**src/rtl/motor_input_conditioner_if.sv**
```systemverilog
// Signal bundle between the raw operator/limit inputs and the conditioned
// controls handed to the motor FSM.
interface motor_input_conditioner_if;
  // No valid/ready handshake: raw inputs are asynchronous levels, activate is
  // a one-cycle pulse, up_limit/dn_limit/limit_fault are registered levels.
  logic btn_raw;
  logic up_sw_raw;
  logic dn_sw_raw;
  logic activate;
  logic up_limit;
  logic dn_limit;
  logic limit_fault;

  modport master (
    output btn_raw, up_sw_raw, dn_sw_raw,
    input  activate, up_limit, dn_limit, limit_fault
  );

  modport slave (
    input  btn_raw, up_sw_raw, dn_sw_raw,
    output activate, up_limit, dn_limit, limit_fault
  );
endinterface

```
**src/rtl/motor_input_conditioner.sv**
```systemverilog
// Synchronizes and debounces the push-button and both end-of-travel switches,
// producing an activate pulse, clean limit levels and a both-limits fault flag.
module motor_input_conditioner #(
  parameter int SYNC_STAGES     = 2,
  parameter int DEBOUNCE_CYCLES = 1000
) (
  input  logic                       clk,
  input  logic                       rst,
  motor_input_conditioner_if.slave   bus
);
  localparam int NCH    = 3;
  localparam int CH_BTN = 0;
  localparam int CH_UP  = 1;
  localparam int CH_DN  = 2;
  localparam int CW     = $clog2(DEBOUNCE_CYCLES);
  localparam logic [CW-1:0] CNT_LAST = CW'(DEBOUNCE_CYCLES - 1);

  logic [NCH-1:0]         raw;
  logic [NCH-1:0]         sync_out;
  logic [SYNC_STAGES-1:0] sync_q [NCH];
  logic [CW-1:0]          cnt_q  [NCH];
  logic [NCH-1:0]         lvl_q;
  logic                   btn_d_q;
  logic                   activate_q;
  logic                   fault_q;
  logic                   fault_next;

  assign raw = {bus.dn_sw_raw, bus.up_sw_raw, bus.btn_raw};

  always_comb begin
    sync_out = '0;
    for (int i = 0; i < NCH; i++) begin
      sync_out[i] = sync_q[i][SYNC_STAGES-1];
    end
  end

  // Each channel: a plain flop chain, then a counter that only reaches the
  // accept point after DEBOUNCE_CYCLES consecutive disagreeing samples.
  always_ff @(posedge clk or posedge rst) begin
    if (rst) begin
      for (int i = 0; i < NCH; i++) begin
        sync_q[i] <= '0;
        cnt_q[i]  <= '0;
      end
      lvl_q <= '0;
    end else begin
      for (int i = 0; i < NCH; i++) begin
        sync_q[i] <= {sync_q[i][SYNC_STAGES-2:0], raw[i]};
        if (sync_out[i] != lvl_q[i]) begin
          if (cnt_q[i] == CNT_LAST) begin
            lvl_q[i] <= sync_out[i];
            cnt_q[i] <= '0;
          end else begin
            cnt_q[i] <= cnt_q[i] + 1'b1;
          end
        end else begin
          cnt_q[i] <= '0;
        end
      end
    end
  end

  assign fault_next = lvl_q[CH_UP] & lvl_q[CH_DN];

  // A press accepted under fault is dropped for good: btn_d still follows
  // the level, so clearing the fault later cannot produce a late edge.
  always_ff @(posedge clk or posedge rst) begin
    if (rst) begin
      btn_d_q    <= 1'b0;
      activate_q <= 1'b0;
      fault_q    <= 1'b0;
    end else begin
      btn_d_q    <= lvl_q[CH_BTN];
      activate_q <= lvl_q[CH_BTN] & ~btn_d_q & ~fault_next;
      fault_q    <= fault_next;
    end
  end

  assign bus.activate    = activate_q;
  assign bus.up_limit    = lvl_q[CH_UP];
  assign bus.dn_limit    = lvl_q[CH_DN];
  assign bus.limit_fault = fault_q;
endmodule

```
**src/flat_wrapper.sv**
```systemverilog
// flat-port wrapper written by rule: the top's interface ports become plain ports
module motor_input_conditioner_flat 
#(
  parameter int SYNC_STAGES     = 2,
  parameter int DEBOUNCE_CYCLES = 1000
)
  (clk, rst, bus_btn_raw, bus_up_sw_raw, bus_dn_sw_raw, bus_activate, bus_up_limit, bus_dn_limit, bus_limit_fault);
  motor_input_conditioner_if bus_i ();
  input  logic clk;
  input  logic rst;
  input wire logic [$bits(bus_i.btn_raw)-1:0] bus_btn_raw;
  input wire logic [$bits(bus_i.up_sw_raw)-1:0] bus_up_sw_raw;
  input wire logic [$bits(bus_i.dn_sw_raw)-1:0] bus_dn_sw_raw;
  output wire logic [$bits(bus_i.activate)-1:0] bus_activate;
  output wire logic [$bits(bus_i.up_limit)-1:0] bus_up_limit;
  output wire logic [$bits(bus_i.dn_limit)-1:0] bus_dn_limit;
  output wire logic [$bits(bus_i.limit_fault)-1:0] bus_limit_fault;
  assign bus_i.btn_raw = bus_btn_raw;
  assign bus_i.up_sw_raw = bus_up_sw_raw;
  assign bus_i.dn_sw_raw = bus_dn_sw_raw;
  assign bus_activate = bus_i.activate;
  assign bus_up_limit = bus_i.up_limit;
  assign bus_dn_limit = bus_i.dn_limit;
  assign bus_limit_fault = bus_i.limit_fault;
  motor_input_conditioner #(.SYNC_STAGES(SYNC_STAGES), .DEBOUNCE_CYCLES(DEBOUNCE_CYCLES)) u_core (.clk(clk), .rst(rst), .bus(bus_i));
endmodule
```
**config.mk**
```make
export PLATFORM = sky130hd
export DESIGN_NAME = motor_input_conditioner_flat
export DESIGN_NICKNAME = d
export VERILOG_FILES = /design/src/rtl/motor_input_conditioner_if.sv /design/src/rtl/motor_input_conditioner.sv /design/src/flat_wrapper.sv
export SDC_FILE = /design/constraint.sdc
export NUM_CORES = 1
export LEC_CHECK = 0
export BUFFER_PORTS_ARGS = -buffer_cell sky130_fd_sc_hd__buf_2
export CELL_PAD_IN_SITES_DETAIL_PLACEMENT = 1
export CELL_PAD_IN_SITES_GLOBAL_PLACEMENT = 1
export CORE_ASPECT_RATIO = 0.8
export CORE_UTILIZATION = 43
export DETAILED_ROUTE_END_ITERATION = 10
export GPL_TIMING_DRIVEN = 0
export HOLD_SLACK_MARGIN = 0.05
export PLACE_DENSITY_LB_ADDON = 0.1
export SLEW_MARGIN = 15
export SYNTH_ARGS = -nofsm -noshare
export SYNTH_HDL_FRONTEND = slang
export SYNTH_SLANG_ARGS = --single-unit
```
**constraint.sdc**
```tcl
create_clock -name clk -period 1.65 [get_ports clk]
set_input_delay 0 -clock clk [delete_from_list [all_inputs] [get_ports clk]]
set_output_delay 0 -clock clk [all_outputs]
set_load 0.01 [all_outputs]
```
==> impl_summary.log <==
[metrics] PnR Total Power: 1.87 mW
[metrics] placed wire-length estimate after detailed placement: 2850 um
[metrics] fraction of final layout cells sized beyond drive strength 1: 16.4%
[metrics] commonest non-fill, non-tap cell in the layout: sky130_fd_sc_hd__dfrtp_1
[metrics] DRT iter0 DRCs: 44
[metrics] mean instance size in the synthesized netlist: 10.7 um2
[metrics] result of the run: complete, no violations
[metrics] CTS tree: done
[metrics] final routed wire length divided by cell count: 15.4 um
[metrics] placement row count: 21
[metrics] pin count of the biggest net entering global routing: 35
[metrics] share of the synthesized area in the top cell type: 55.3%
[metrics] Primary FF master, synth: sky130_fd_sc_hd__dfrtp_1
[metrics] Clock Skew: 0.00618 ns
[metrics] total gr overflow: 0
[metrics] final period utilization: 93.8%
[metrics] Final ANT Viol Nets: 0
[metrics] fraction of synthesis flops using an asynchronous set or reset pin: 100%
[metrics] Setup Crit Path Kind: register to register
[metrics] Die Width: 76.3 um
[metrics] via count of the first global-routing pass: 1391
[metrics] summed negative setup slack over all endpoints: 0 ns
[metrics] library cell occupying the most area in the post-synthesis netlist: sky130_fd_sc_hd__dfrtp_1
[metrics] synthesized netlist net count: 186
[metrics] Fmax achieved: 646 MHz
[metrics] combined global-route utilization of all metal layers: 19.3%
[metrics] total power density per cell area: 847 nW/um2
[metrics] number of failing setup endpoints in the final timing report: 0
[metrics] num ports: 9
[metrics] type of destination of the critical path: register
[metrics] count of inserted antenna diode cells: 0
[metrics] Die H: 61.4 um
[metrics] sequential element share of the synthesized area: 55.3%
[metrics] largest cells by area after synthesis: sky130_fd_sc_hd__dfrtp_1 (55%), sky130_fd_sc_hd__xor2_1 (5.1%), sky130_fd_sc_hd__nor2_1 (4.5%), sky130_fd_sc_hd__xnor2_1 (3.7%), sky130_fd_sc_hd__nand3_1 (3.4%)
[metrics] number of max-slew violations in the final report: 0
[metrics] area growth from synthesis to layout: 16.1%
[metrics] maximum fanout encountered on the critical timing path: 6
[metrics] WP data required: 1.83 ns
[metrics] fillers: 463
[metrics] clock period minus final worst setup slack: 1.55 ns
[metrics] sinks on the clock net: 42
[metrics] Distinct cells, synth: 37
[metrics] Vias per Instance: 5.28
[metrics] CTS H-tree depth: 2
[metrics] Hold Fails Final Rpt: 0
[metrics] number of enable-type register cells in the synthesized netlist: 0
[metrics] CTS buffer count: 5
[metrics] Clock Root Buffer: sky130_fd_sc_hd__clkbuf_8
[metrics] overall routed net length: 3990 um
[metrics] slew at the pin closest to its max-slew limit: 0.436 ns
[metrics] Hold WC Path Type: input pin to asynchronous set/reset pin
[metrics] total via count after detailed routing: 1361
[metrics] Max clock buf depth: 2
[metrics] startpoint type of the worst setup path: register
[metrics] number of flip-flops and latches in the synthesized netlist: 42
[metrics] Final Hold Slack: 0.160 ns
[metrics] clock insertion delay at the later pin of the skew report: 0.30 ns
[metrics] Final Worst Setup Slack: 0.102 ns
[metrics] initial cell density of the core: 45.2%
[metrics] cell area after technology mapping: 1900 um2
[metrics] synthesized instance count: 178
[metrics] arrival time at the worst endpoint: 1.73 ns
[metrics] highest ir drop seen on vdd: 0.632 mV
[metrics] Rel. slew slack: 70.7%
[metrics] number of antenna violations at the first check in global routing: 0
[metrics] first-pass GRT wire length: 6600 um
[metrics] CORE AREA: 4200 um2
[metrics] MaxCap Viol Count: 0
[metrics] DRT Pass-1 Iters: 3
[metrics] P_leak: 0.948 nW
[metrics] NumNets Final: 208
[metrics] pre-CTS worst setup slack: -0.120 ns
[metrics] DIE AREA: 4690 um2
[metrics] Remaining DRCs: 0
[metrics] commonest cells after routing, fill and taps aside: sky130_fd_sc_hd__dfrtp_1 (39), sky130_fd_sc_hd__nor2_1 (23), sky130_fd_sc_hd__nand2_1 (15)
[metrics] IO buf count: 8
[metrics] RSZ-0062 raised after global routing: no
[metrics] Syn. warnings: 0
[metrics] routability-driven placement congestion ratio: 0.809
[metrics] CTS clock-pin slew for the worst setup and hold paths: 0.08 ns
==> through the flow <==
step | area [um2] | utilization [%] | cells
2_1_floorplan | 1900 | - | 178
3_3_place_gp | 2010 | 47.8 | 243
3_5_place_dp | 2030 | 48.3 | 244
4_1_cts | 2170 | 51.7 | 256
5_1_grt | 2200 | 52.4 | 258
6_report | 2200 | 52.4 | 258
==> where the power goes <==
part / internal (mW) / switching (mW)
Sequential: 1.05 / 0.0329
Clock: 0.297 / 0.371
Combinational: 0.0503 / 0.0597
Total: 1.40 / 0.464
==> Yosys cell counts, types with 3 or more instances <==
master	number
sky130_fd_sc_hd__dfrtp_1	42
sky130_fd_sc_hd__nor2_1	23
sky130_fd_sc_hd__nand2_1	15
sky130_fd_sc_hd__nand3_1	13
sky130_fd_sc_hd__xor2_1	11
sky130_fd_sc_hd__a21oi_1	9
sky130_fd_sc_hd__xnor2_1	8
sky130_fd_sc_hd__and3_1	6
sky130_fd_sc_hd__o21ai_0	6
sky130_fd_sc_hd__a31oi_1	4
sky130_fd_sc_hd__inv_1	4
sky130_fd_sc_hd__ha_1	3
sky130_fd_sc_hd__mux2_1	3
sky130_fd_sc_hd__nand4_1	3
sky130_fd_sc_hd__or3_1	3
==> cell families (layout without fill, tap and decap cells) <==
family / after synthesis / after routing / synth area share [%]
buffers and inverters: 4 / 27 / 0.790
muxes: 3 / 3 / 1.78
xor gates and xnor gates: 19 / 19 / 8.76
and+or+nand+nor: 81 / 81 / 23.0
DFF: 42 / 42 / 55.3
adders and majority gates: 3 / 3 / 1.98
AOI/OAI and AO/OA: 26 / 26 / 8.37
==> metal layers <==
layer,global-route usage (%),share of wire [%],vias up
met1,24.5,49,679
met2,31.8,47,14
met5,0,0,-
met3,6.22,3.0,5
met4,6.59,1.0,0
li1,-,-,663
==> worst max-delay path, cell delays in order, from the launching register on <==
cell and delay (ns):
sky130_fd_sc_hd__dfrtp_2 0.43, sky130_fd_sc_hd__ha_4 0.19, sky130_fd_sc_hd__and4bb_2 0.25, sky130_fd_sc_hd__nand2_1 0.11, sky130_fd_sc_hd__nor2_1 0.13, sky130_fd_sc_hd__mux2_1 0.33
==> registers in the layout, summed over array words and instances (netlist names) <==
signal	count
u_core.lvl_q	3
u_core.cnt_q	30
u_core.bus.activate	1
u_core.sync_out	3
u_core.bus.limit_fault	1
u_core.btn_d_q	1
u_core.sync_q	3
==> cell type report <==
type                       count  area [um2]  share of cell area (%)
clock inverter                 3        21.3                   0.965
timing repair buffer          15         115                    5.22
clock buffer                   5        68.8                    3.12
multi-input combinational    132         858                    38.9
sequential                    42        1050                    47.8
inverter                       4        15.0                   0.681
tap                           57        71.3                    3.23
==> final timing paths <==
kind                                            start                      endpoint  slack (ns)  cells past startpoint
max                         u_core.cnt_q[0]$_DFF_PP0_   u_core.lvl_q[2]$_DFFE_PP0P_        0.10                      5
min                                               rst     u_core.cnt_q[5]$_DFF_PP0_        0.16                      3
max reg2reg                 u_core.cnt_q[0]$_DFF_PP0_   u_core.lvl_q[2]$_DFFE_PP0P_        0.10                      5
min reg2reg                u_core.sync_q[0]$_DFF_PP0_  u_core.sync_out[2]$_DFF_PP0_        0.35                      0
max in group asynchronous                         rst    u_core.cnt_q[10]$_DFF_PP0_        1.04                      4
min in group clk                        bus_up_sw_raw    u_core.sync_q[2]$_DFF_PP0_        0.34                      2
==> what timing repair did <==
| action | 4_1_cts | 5_1_grt |
|---|---|---|
| hold buffers | 4 | 0 |
| endpoints found under the setup margin | 7 | 7 |
| resized for setup | 3 | 4 |
| endpoints found under the hold margin | 45 | 0 |
| buffers inserted | 0 | 2 |
Note: power is estimated with default switching activity, not from simulation.
